`config.mk`:
```
export PLATFORM = sky130hd
export DESIGN_NAME = damage_resolver
export DESIGN_NICKNAME = d
export VERILOG_FILES = /design/src/rtl/damage_pkg.sv /design/src/rtl/sat_accumulator.sv /design/src/rtl/damage_resolver.sv
export SDC_FILE = /design/constraint.sdc
export NUM_CORES = 1
export LEC_CHECK = 0
export ABC_AREA = 1
export CORE_ASPECT_RATIO = 0.9
export CORE_MARGIN = 2
export CORE_UTILIZATION = 45
export CTS_BUF_LIST = sky130_fd_sc_hd__clkbuf_2
export CTS_CLUSTER_SIZE = 30
export DETAILED_ROUTE_END_ITERATION = 16
export PLACE_DENSITY = 0.82
export SLEW_MARGIN = 30
export SYNTH_ARGS = -nofsm -noshare
export SYNTH_HDL_FRONTEND = slang
export SYNTH_HIERARCHICAL = 1
export SYNTH_SLANG_ARGS = --single-unit
```
`constraint.sdc`:
```
create_clock -name clk -period 2.72 [get_ports clk]
set_clock_uncertainty 0.15 [all_clocks]
set_input_delay 0.408 -clock clk [delete_from_list [all_inputs] [get_ports clk]]
set_output_delay 0.408 -clock clk [all_outputs]
set_load 0.01 [all_outputs]
```
`src/rtl/damage_pkg.sv`:
```
// Shared definitions for the damage resolver: colour codes, FSM states and
// the small colour-rule helpers used when a bullet overlaps the player.
package damage_pkg;

    typedef enum logic [2:0] {
        WHITE  = 3'd0,
        GREEN  = 3'd1,
        BLUE   = 3'd2,
        ORANGE = 3'd3
    } colour_t;

    typedef enum logic [1:0] {
        IDLE = 2'd0,
        SCAN = 2'd1,
        DONE = 2'd2
    } state_t;

    // White always hurts, blue hurts a moving player, orange a standing one.
    function automatic logic deals_damage(input logic [2:0] color, input logic moving);
        deals_damage = 1'b0;
        case (color)
            WHITE:   deals_damage = 1'b1;
            BLUE:    deals_damage = moving;
            ORANGE:  deals_damage = ~moving;
            default: deals_damage = 1'b0;
        endcase
    endfunction

    // Only green bullets heal; codes 4-7 are inert.
    function automatic logic gives_heal(input logic [2:0] color);
        gives_heal = (color == GREEN);
    endfunction

endpackage

```
`src/rtl/sat_accumulator.sv`:
```
// Running total that adds a fixed step when enabled and sticks at all-ones
// instead of wrapping. A clear zeroes it for the start of a new pass.
module sat_accumulator #(
    parameter int DMG_W = 8
) (
    input  logic             clk,
    input  logic             reset,
    input  logic             clear,
    input  logic             en,
    input  logic [DMG_W-1:0] addend,
    output logic [DMG_W-1:0] total
);

    logic [DMG_W:0] sum;

    // One extra bit catches the carry that signals saturation.
    always_comb begin
        sum = {1'b0, total} + {1'b0, addend};
    end

    // Reset beats clear, clear beats accumulation.
    always_ff @(posedge clk) begin
        if (reset) begin
            total <= '0;
        end else if (clear) begin
            total <= '0;
        end else if (en) begin
            total <= sum[DMG_W] ? '1 : sum[DMG_W-1:0];
        end
    end

endmodule

```
`src/rtl/damage_resolver.sv`:
```
// Walks every bullet slot once per start pulse, one slot per clock, and
// accumulates the damage and healing the player takes from overlapping
// live bullets. Totals become final with a one-cycle isComplete pulse.
module damage_resolver
    import damage_pkg::*;
#(
    parameter int N_BULLETS    = 8,
    parameter int DMG_W        = 8,
    parameter int ATTACK_POWER = 10,
    parameter int HEAL_POWER   = 5,
    localparam int IDX_W       = (N_BULLETS > 1) ? $clog2(N_BULLETS) : 1
) (
    input  logic             clk,
    input  logic             reset,
    input  logic             start,
    input  logic             isCollide,
    input  logic             isRender,
    input  logic             isMove,
    input  logic [2:0]       color,
    output logic [IDX_W-1:0] index,
    output logic [DMG_W-1:0] damage,
    output logic [DMG_W-1:0] healAmt,
    output logic             busy,
    output logic             isComplete
);

    localparam longint MAX_TOTAL = (longint'(1) << DMG_W) - 1;

    // Steps larger than the total width are clamped so one hit saturates.
    localparam logic [DMG_W-1:0] ATTACK_ADD =
        (longint'(ATTACK_POWER) > MAX_TOTAL) ? DMG_W'(MAX_TOTAL) : DMG_W'(ATTACK_POWER);
    localparam logic [DMG_W-1:0] HEAL_ADD =
        (longint'(HEAL_POWER) > MAX_TOTAL) ? DMG_W'(MAX_TOTAL) : DMG_W'(HEAL_POWER);
    localparam logic [IDX_W-1:0] LAST_IDX = IDX_W'(N_BULLETS - 1);

    state_t           state;
    state_t           state_next;
    logic [IDX_W-1:0] index_next;
    logic             complete_next;
    logic             hit;
    logic             dmg_en;
    logic             heal_en;

    // State, slot pointer and completion pulse register.
    always_ff @(posedge clk) begin
        if (reset) begin
            state      <= IDLE;
            index      <= '0;
            isComplete <= 1'b0;
        end else begin
            state      <= state_next;
            index      <= index_next;
            isComplete <= complete_next;
        end
    end

    // Next state, pointer advance and hit qualification; start overrides all.
    always_comb begin
        state_next    = state;
        index_next    = index;
        complete_next = 1'b0;
        dmg_en        = 1'b0;
        heal_en       = 1'b0;
        hit           = isCollide & isRender;
        if (start) begin
            state_next = SCAN;
            index_next = '0;
        end else begin
            case (state)
                IDLE: begin
                    state_next = IDLE;
                end
                SCAN: begin
                    dmg_en  = hit & deals_damage(color, isMove);
                    heal_en = hit & gives_heal(color);
                    if (index == LAST_IDX) begin
                        state_next = DONE;
                        index_next = '0;
                    end else begin
                        index_next = index + IDX_W'(1);
                    end
                end
                DONE: begin
                    complete_next = 1'b1;
                    state_next    = IDLE;
                end
                default: begin
                    state_next = IDLE;
                end
            endcase
        end
    end

    // Busy reflects only the scanning state.
    always_comb begin
        busy = (state == SCAN);
    end

    sat_accumulator #(.DMG_W(DMG_W)) u_damage_acc (
        .clk    (clk),
        .reset  (reset),
        .clear  (start),
        .en     (dmg_en),
        .addend (ATTACK_ADD),
        .total  (damage)
    );

    sat_accumulator #(.DMG_W(DMG_W)) u_heal_acc (
        .clk    (clk),
        .reset  (reset),
        .clear  (start),
        .en     (heal_en),
        .addend (HEAL_ADD),
        .total  (healAmt)
    );

endmodule

```
==> results of run 1 <==
==> cell usage in the layout (no fill, tap or decap), types with 10 or more instances in the layout <==
cell type / Yosys / routed
a21oi_1: 10 / 10
clkdlybuf4s50_1: 0 / 29
conb_1: 2 / 18
dfxtp_1: 22 / 22
ha_1: 18 / 18
inv_1: 44 / 44
nand2_1: 62 / 62
nand3_1: 18 / 18
nor2_1: 28 / 28
o21ai_0: 10 / 10
==> layer usage <==
| metal | GRT usage | part of all wire | vias up |
|---|---|---|---|
| met5 | 0 | 0 | - |
| met4 | 0.04167 | 0.011 | 0 |
| met3 | 0.04348 | 0.050 | 4 |
| met2 | 0.2344 | 0.43 | 29 |
| met1 | 0.2489 | 0.51 | 666 |
| li1 | - | - | 879 |
==> cell families after synthesis <==
logic type,after synthesis,share of synthesized area
simple gates,129,0.3426
xor+xnor,6,0.03088
fa+ha+maj,20,0.1559
flops,22,0.2588
other cells,2,0.004413
buf+inv,53,0.1221
compound gates,26,0.08529
==> registers in the layout, indices dropped and copies added, names as in the netlist <==
name and flops:
index 3, isComplete 1, state 2, u_damage_acc/total 8, u_heal_acc/total 8
==> worst paths after layout <==
| check | slack (ns) | end | from | cells past startpoint |
|---|---|---|---|---|
| setup reg to reg | 0.80 | u_heal_acc/total[6] | u_heal_acc/total[0] | 10 |
| hold reg to reg | 0.32 | isComplete | state[0] | 1 |
| setup / recovery | 0.67 | busy | state[1] | 4 |
| hold / removal | 0.32 | isComplete | state[0] | 1 |
==> power by group <==
part	switching [W]	leakage, nW	internal [W]	total [W]
Sequential	0.00000212	0.178	0.000326	0.000328
Combinational	0.0000498	0.921	0.0000391	0.0000888
Clock	0.000100	0.0125	0.0000300	0.000130
Total	0.000152	1.11	0.000395	0.000547
==> per-stage QoR <==
step / util / hold slack, ns / power (W) / area [um2] / instances
floorplan: - / 0.2689 / 0.0003928 / 1762 / 274
global placement: 0.5735 / 0.2934 / 0.0004206 / 2110 / 349
detailed placement: 0.5735 / 0.2870 / 0.0004222 / 2110 / 349
CTS: 0.5776 / 0.3250 / 0.0005556 / 2125 / 352
global route: 0.5776 / 0.3712 / 0.0005830 / 2125 / 352
finish: 0.5776 / 0.3197 / 0.0005466 / 2125 / 352
==> cell type report <==
type	count	share of cell area
Multi-Input combinational cell	199	0.5241
Tap cell	46	0.02709
Timing Repair Buffer	31	0.1437
Sequential cell	22	0.2073
Inverter	51	0.09069
Clock buffer	3	0.007067
==> results.md, run 1 <==
* Pleak at around 1.1 nW
* Post-synth top cells: nand2_1, inv_1, nor2_1, dfxtp_1
* RSZ-0062 raised after global routing: false
* Final worst slack at about 0.67 ns
* CTS Sinks at 22
* Max-cap violation count at 0
* Synth warnings at 6
* GR Util All Layers at 0.1659
* Fin nets at between 300 and 400
* Yosys top cell area share at 0.2588
* Post-synth cell types at 25
* CP max-delay cell: clkdlybuf4s50_1
* Number of global-route vias before repair at around 1300
* Post-CTS Setup Bufs at 0
* Peak fanout along the critical path at 6
* Starting DRC count in detailed routing at around 100
* Layout cells sized above 1 at 0.06863
* Grt total ovfl at 0
* Synth area leader: dfxtp_1
* Die Y-Extent at 62.34 um
* Required @ worst endpoint at around 2.2 ns
* Largest net degree at the start of global routing at 12
* DRC Markers at 0
* Top_reg_cell synth: dfxtp_1
* Max Clk Rate at 488.6 MHz
* Hpwl dp at ~2.6 mm
* IO Pins at 30
* Hold buffers post-CTS at 0
* Pwr Density at roughly 260 nW/um2
* Clock-pin slew on the worst setup and hold paths at 0.20 ns
* Crit path cell chain: inv_1 -> nand2_2 -> clkinv_2 -> clkdlybuf4s50_1
* CP Buf/Inv Count at 3
* Die width at 68.82 um
* Routed WL at 3.229 mm
* Hold Violations, Final at 0
* H-Tree Level Count at 1
* Most numerous cell in the Yosys netlist: nand2_1
* N_diodes at 0
* Buffer depth of the longest clock path at 2
* Min Tclk post-route at just over 2 ns
* Post-CTS Resized at 0
* Port bufs at 29
* First-pass DRT Iterations at 4
* Initial Util at 0.4626
* Via count at about 1600
* Final-layout fill cell count at 360
* First-pass GRT wire length at around 5.6 mm
* CP delay by family, top: buffers and inverters
* Fin Setup TNS at 0 ns
* Max Slew Vio Count at 0
* Crit path arrival time at ~1.5 ns
* Synthesized area per cell at ~6.6 um2
* Final ANT Viol Nets at 0
* Synth async-reset ratio at 0
* Num rows at 21
* GPL Wtd Cong at around 0.88
* Setup violations, final at 0
* Kind of critical path: flop to output pin
* Synth Instances at 258
* Crit-path max cell delay at between 0.5 and 0.6 ns
* Vias per cell at between 4 and 5
* Register area at 440.4 um2
* Average wire per standard cell at approximately 9.2 um
* Crit path launch type: flop
* TritonCTS clock tree: yes
* Outcome: completed
* Core area at between 3000 and 4000 um2
* Syn Std Cell Area at ~1700 um2
* Area Overhead vs Synth at 24.85%
* EDFF count, synth at 0
* CTS root buffer: clkbuf_2
* Seq/Total Area, Yosys at 0.2588
* Worst vdd ir at between 200 and 300 uV
* Setup slack at placement at between 0.4 and 0.5 ns
* Die area at approximately 4300 um2
* Initial antenna violation count at 0
* Cts bufs inserted at 3
* Synthesized flop and latch total at 22
* Worst Hold Class: flop to flop
* Worst-Skew Late Latency at 0.33 ns
* Area of the multi-input gates at approximately 1100 um2
* Worst setup EP type: output pin
* Top cells by area, synth: dfxtp_1, nand2_1, ha_1
* Tcrit/Tclk final at 0.7525
No activity file was read; power rests on OpenSTA's default activity.
==> run 2: changes to the inputs <==
Settings changed: PLACE_DENSITY 0.82 to 0.85.
Clock period 2.72 ns to 1.8 ns, I/O delays scaled along.
==> results.md, run 2 (synthesis gave the netlist of run 1 again) <==
* Buffer depth of the longest clock path at 2 (unchanged)
* Layout cells sized above 1 at 0.1635 (+0.09489)
* First-pass GRT wire length at 6.451 mm (+16%)
* CP delay by family, top: adder cells
* Tcrit/Tclk final at 1.011
* Die area at 4290 um2 (unchanged)
* Crit path depth at 9 (+5)
* Outcome: finished, violations left
* Die Y-Extent at 62.34 um (unchanged)
* Initial Util at 0.4626 (unchanged)
* GPL Wtd Cong at 0.8756 (-0.98%)
* Peak fanout along the critical path at 8 (+2)
* TritonCTS clock tree: yes
* Core area at 3679 um2 (unchanged)
* Final worst slack at -0.02003 ns (-0.6934 ns)
* Most frequent CP cell: nand2_2
* Crit path arrival time at 1.93 ns (+0.44 ns)
* Crit path to: u_heal_acc/total[1]
* Crit path launch type: flop
* Required @ worst endpoint at 1.91 ns (-0.25 ns)
* Setup slack at placement at -0.3149 ns (-0.7849 ns)
* Min Tclk post-route at approximately 1.8 ns
* Average wire per standard cell at 10.83 um (+18%)
* Via count at 1711 (+8.4%)
* Top Registers: u_damage_acc/total: 8 flops, u_heal_acc/total: 8 flops, index: 3 flops
* Largest net degree at the start of global routing at 13 (+1)
* Final ANT Viol Nets at 0 (unchanged)
* Clock-pin slew on the worst setup and hold paths at 0.22 ns (+0.02 ns)
* Worst setup EP type: flop
* H-Tree Level Count at 1 (unchanged)
* Most frequent cells in the layout: nand2_1, inv_1, nor2_1, clkdlybuf4s50_1, conb_1
* Area Overhead vs Synth at 33.75%
* First-pass DRT Iterations at 4 (unchanged)
* Setup violations, final at 3 (+3)
* Starting DRC count in detailed routing at 45 (-56%)
* Hold buffers post-CTS at 0 (unchanged)
* Failing checks: setup timing
* Final instance area at 2276 um2 (+7.1%)
* Worst Hold Class: flop to flop
* Pleak at 1.211 nW (+9.0%)
* CTS Sinks at 22 (unchanged)
* Worst-Skew Late Latency at 0.33 ns (about the same)
* Crit-path max cell delay at 0.38 ns (-0.16 ns)
* Max-cap violation count at 0 (unchanged)
* Kind of critical path: flop to flop
* FF-to-FF End: u_heal_acc/total[1]
* N_diodes at 0 (unchanged)
* GR Util All Layers at 0.1924 (+0.02642)
* RSZ-0062 raised after global routing: true
* Crit path cell chain: ha_4 -> fa_2 -> nand2_2 -> nand2_2 -> nand2_2 -> nor2_2 -> nor2_4 -> a21o_1 -> inv_1
* Most common cell after layout, fill and taps aside: nand2_1
* Crit path from: u_heal_acc/total[0]
* Worst vdd ir at 271.2 uV (-0.43%)
* DRC Markers at 0 (unchanged)
* Hpwl dp at 3.049 mm (+16%)
* Hold_sp: index[1]
* IO Pins at 30 (unchanged)
* Grt total ovfl at 0 (unchanged)
* Vias per cell at 4.701 (+4.9%)
* Placed instance area at 2177 um2 (+3.2%)
* Initial antenna violation count at 0 (unchanged)
* Fin nets at 348 (+3.3%)
* Port bufs at 29 (unchanged)
* CP Buf/Inv Count at 1 (-2)
* Max Clk Rate at 549.4 MHz
* Hold Violations, Final at 0 (unchanged)
* CTS root buffer: clkbuf_2
* Pwr Density at 373.5 nW/um2 (+45%)
* Total power at 0.0008502 W (+56%)
* Routed WL at 3.941 mm (+22%)
* Cts bufs inserted at 3 (unchanged)
* RR Startpoint: u_heal_acc/total[0]
* Max Slew Vio Count at 0 (unchanged)
* CP max-delay cell: dfxtp_2
* Die width at 68.82 um (unchanged)
* FF-to-FF path depth at 9 (-1)
* Num rows at 21 (unchanged)
* R2R setup slack at -0.02 ns (-0.82 ns)
* Layout Utilization at 0.6187 (+0.04116)
* Number of global-route vias before repair at 1607 (+23%)
[run 2: repair_timing]
action,CTS,global route
pin swaps,1,4
gates resized for setup,5,21
setup endpoints to repair,8,25
buffers inserted,0,2
[run 2: final cells by class]
cell class / instances / area, um2
Timing Repair Buffer: 42 / 391.6
Clock inverter: 1 / 3.754
Multi-Input combinational cell: 199 / 1161
Clock buffer: 3 / 15.01
Fill cell: 340 / 1403
Tap cell: 46 / 57.56
Sequential cell: 22 / 454.2
Inverter: 51 / 192.7
[run 2: layer usage]
layer  track usage  wire length (um)  vias up  share of wire
met1        0.2291              1729      771           0.44
met3       0.03804               129       11          0.033
met2        0.3245              1970       31           0.50
li1              -                 -      898              -
met4       0.08578               112        0          0.028
met5             0                 0        -              0
[run 2: how the worst min path moves through the flow]
stage	end	slack, ns	cells after the start
finish	index[1]	0.34	2
global route	state[0]	0.34	2
CTS	isComplete	0.34	1
detailed placement	isComplete	0.31	1
global placement	isComplete	0.29	1
floorplan	state[0]	0.19	1
[run 2: power by group]
part	total, W	leakage, nW	internal [W]	switching (W)
registers	0.000496	0.183	0.000492	0.00000394
logic	0.000150	1.01	0.0000663	0.0000842
clock network	0.000203	0.0140	0.0000483	0.000155
total	0.000850	1.21	0.000607	0.000243
[run 2: metrics by stage]
step	TNS [ns]	std cells	hold WS, ns
final	-0.03793	364	0.3400
after global routing	-0.7368	364	0.3415
after CTS	0	362	0.3371
after detailed placement	-3.576	358	0.3114
after global placement	-3.026	358	0.2926
after floorplan	0	274	0.1891
[run 2: worst register-to-register path, stage by stage (launching register included)]
cell and delay, ns:
dfxtp_2 0.38, ha_4 0.16, fa_2 0.35, nand2_2 0.08
nand2_2 0.07, nand2_2 0.09, nor2_2 0.05, nor2_4 0.22
a21o_1 0.17, inv_1 0.04
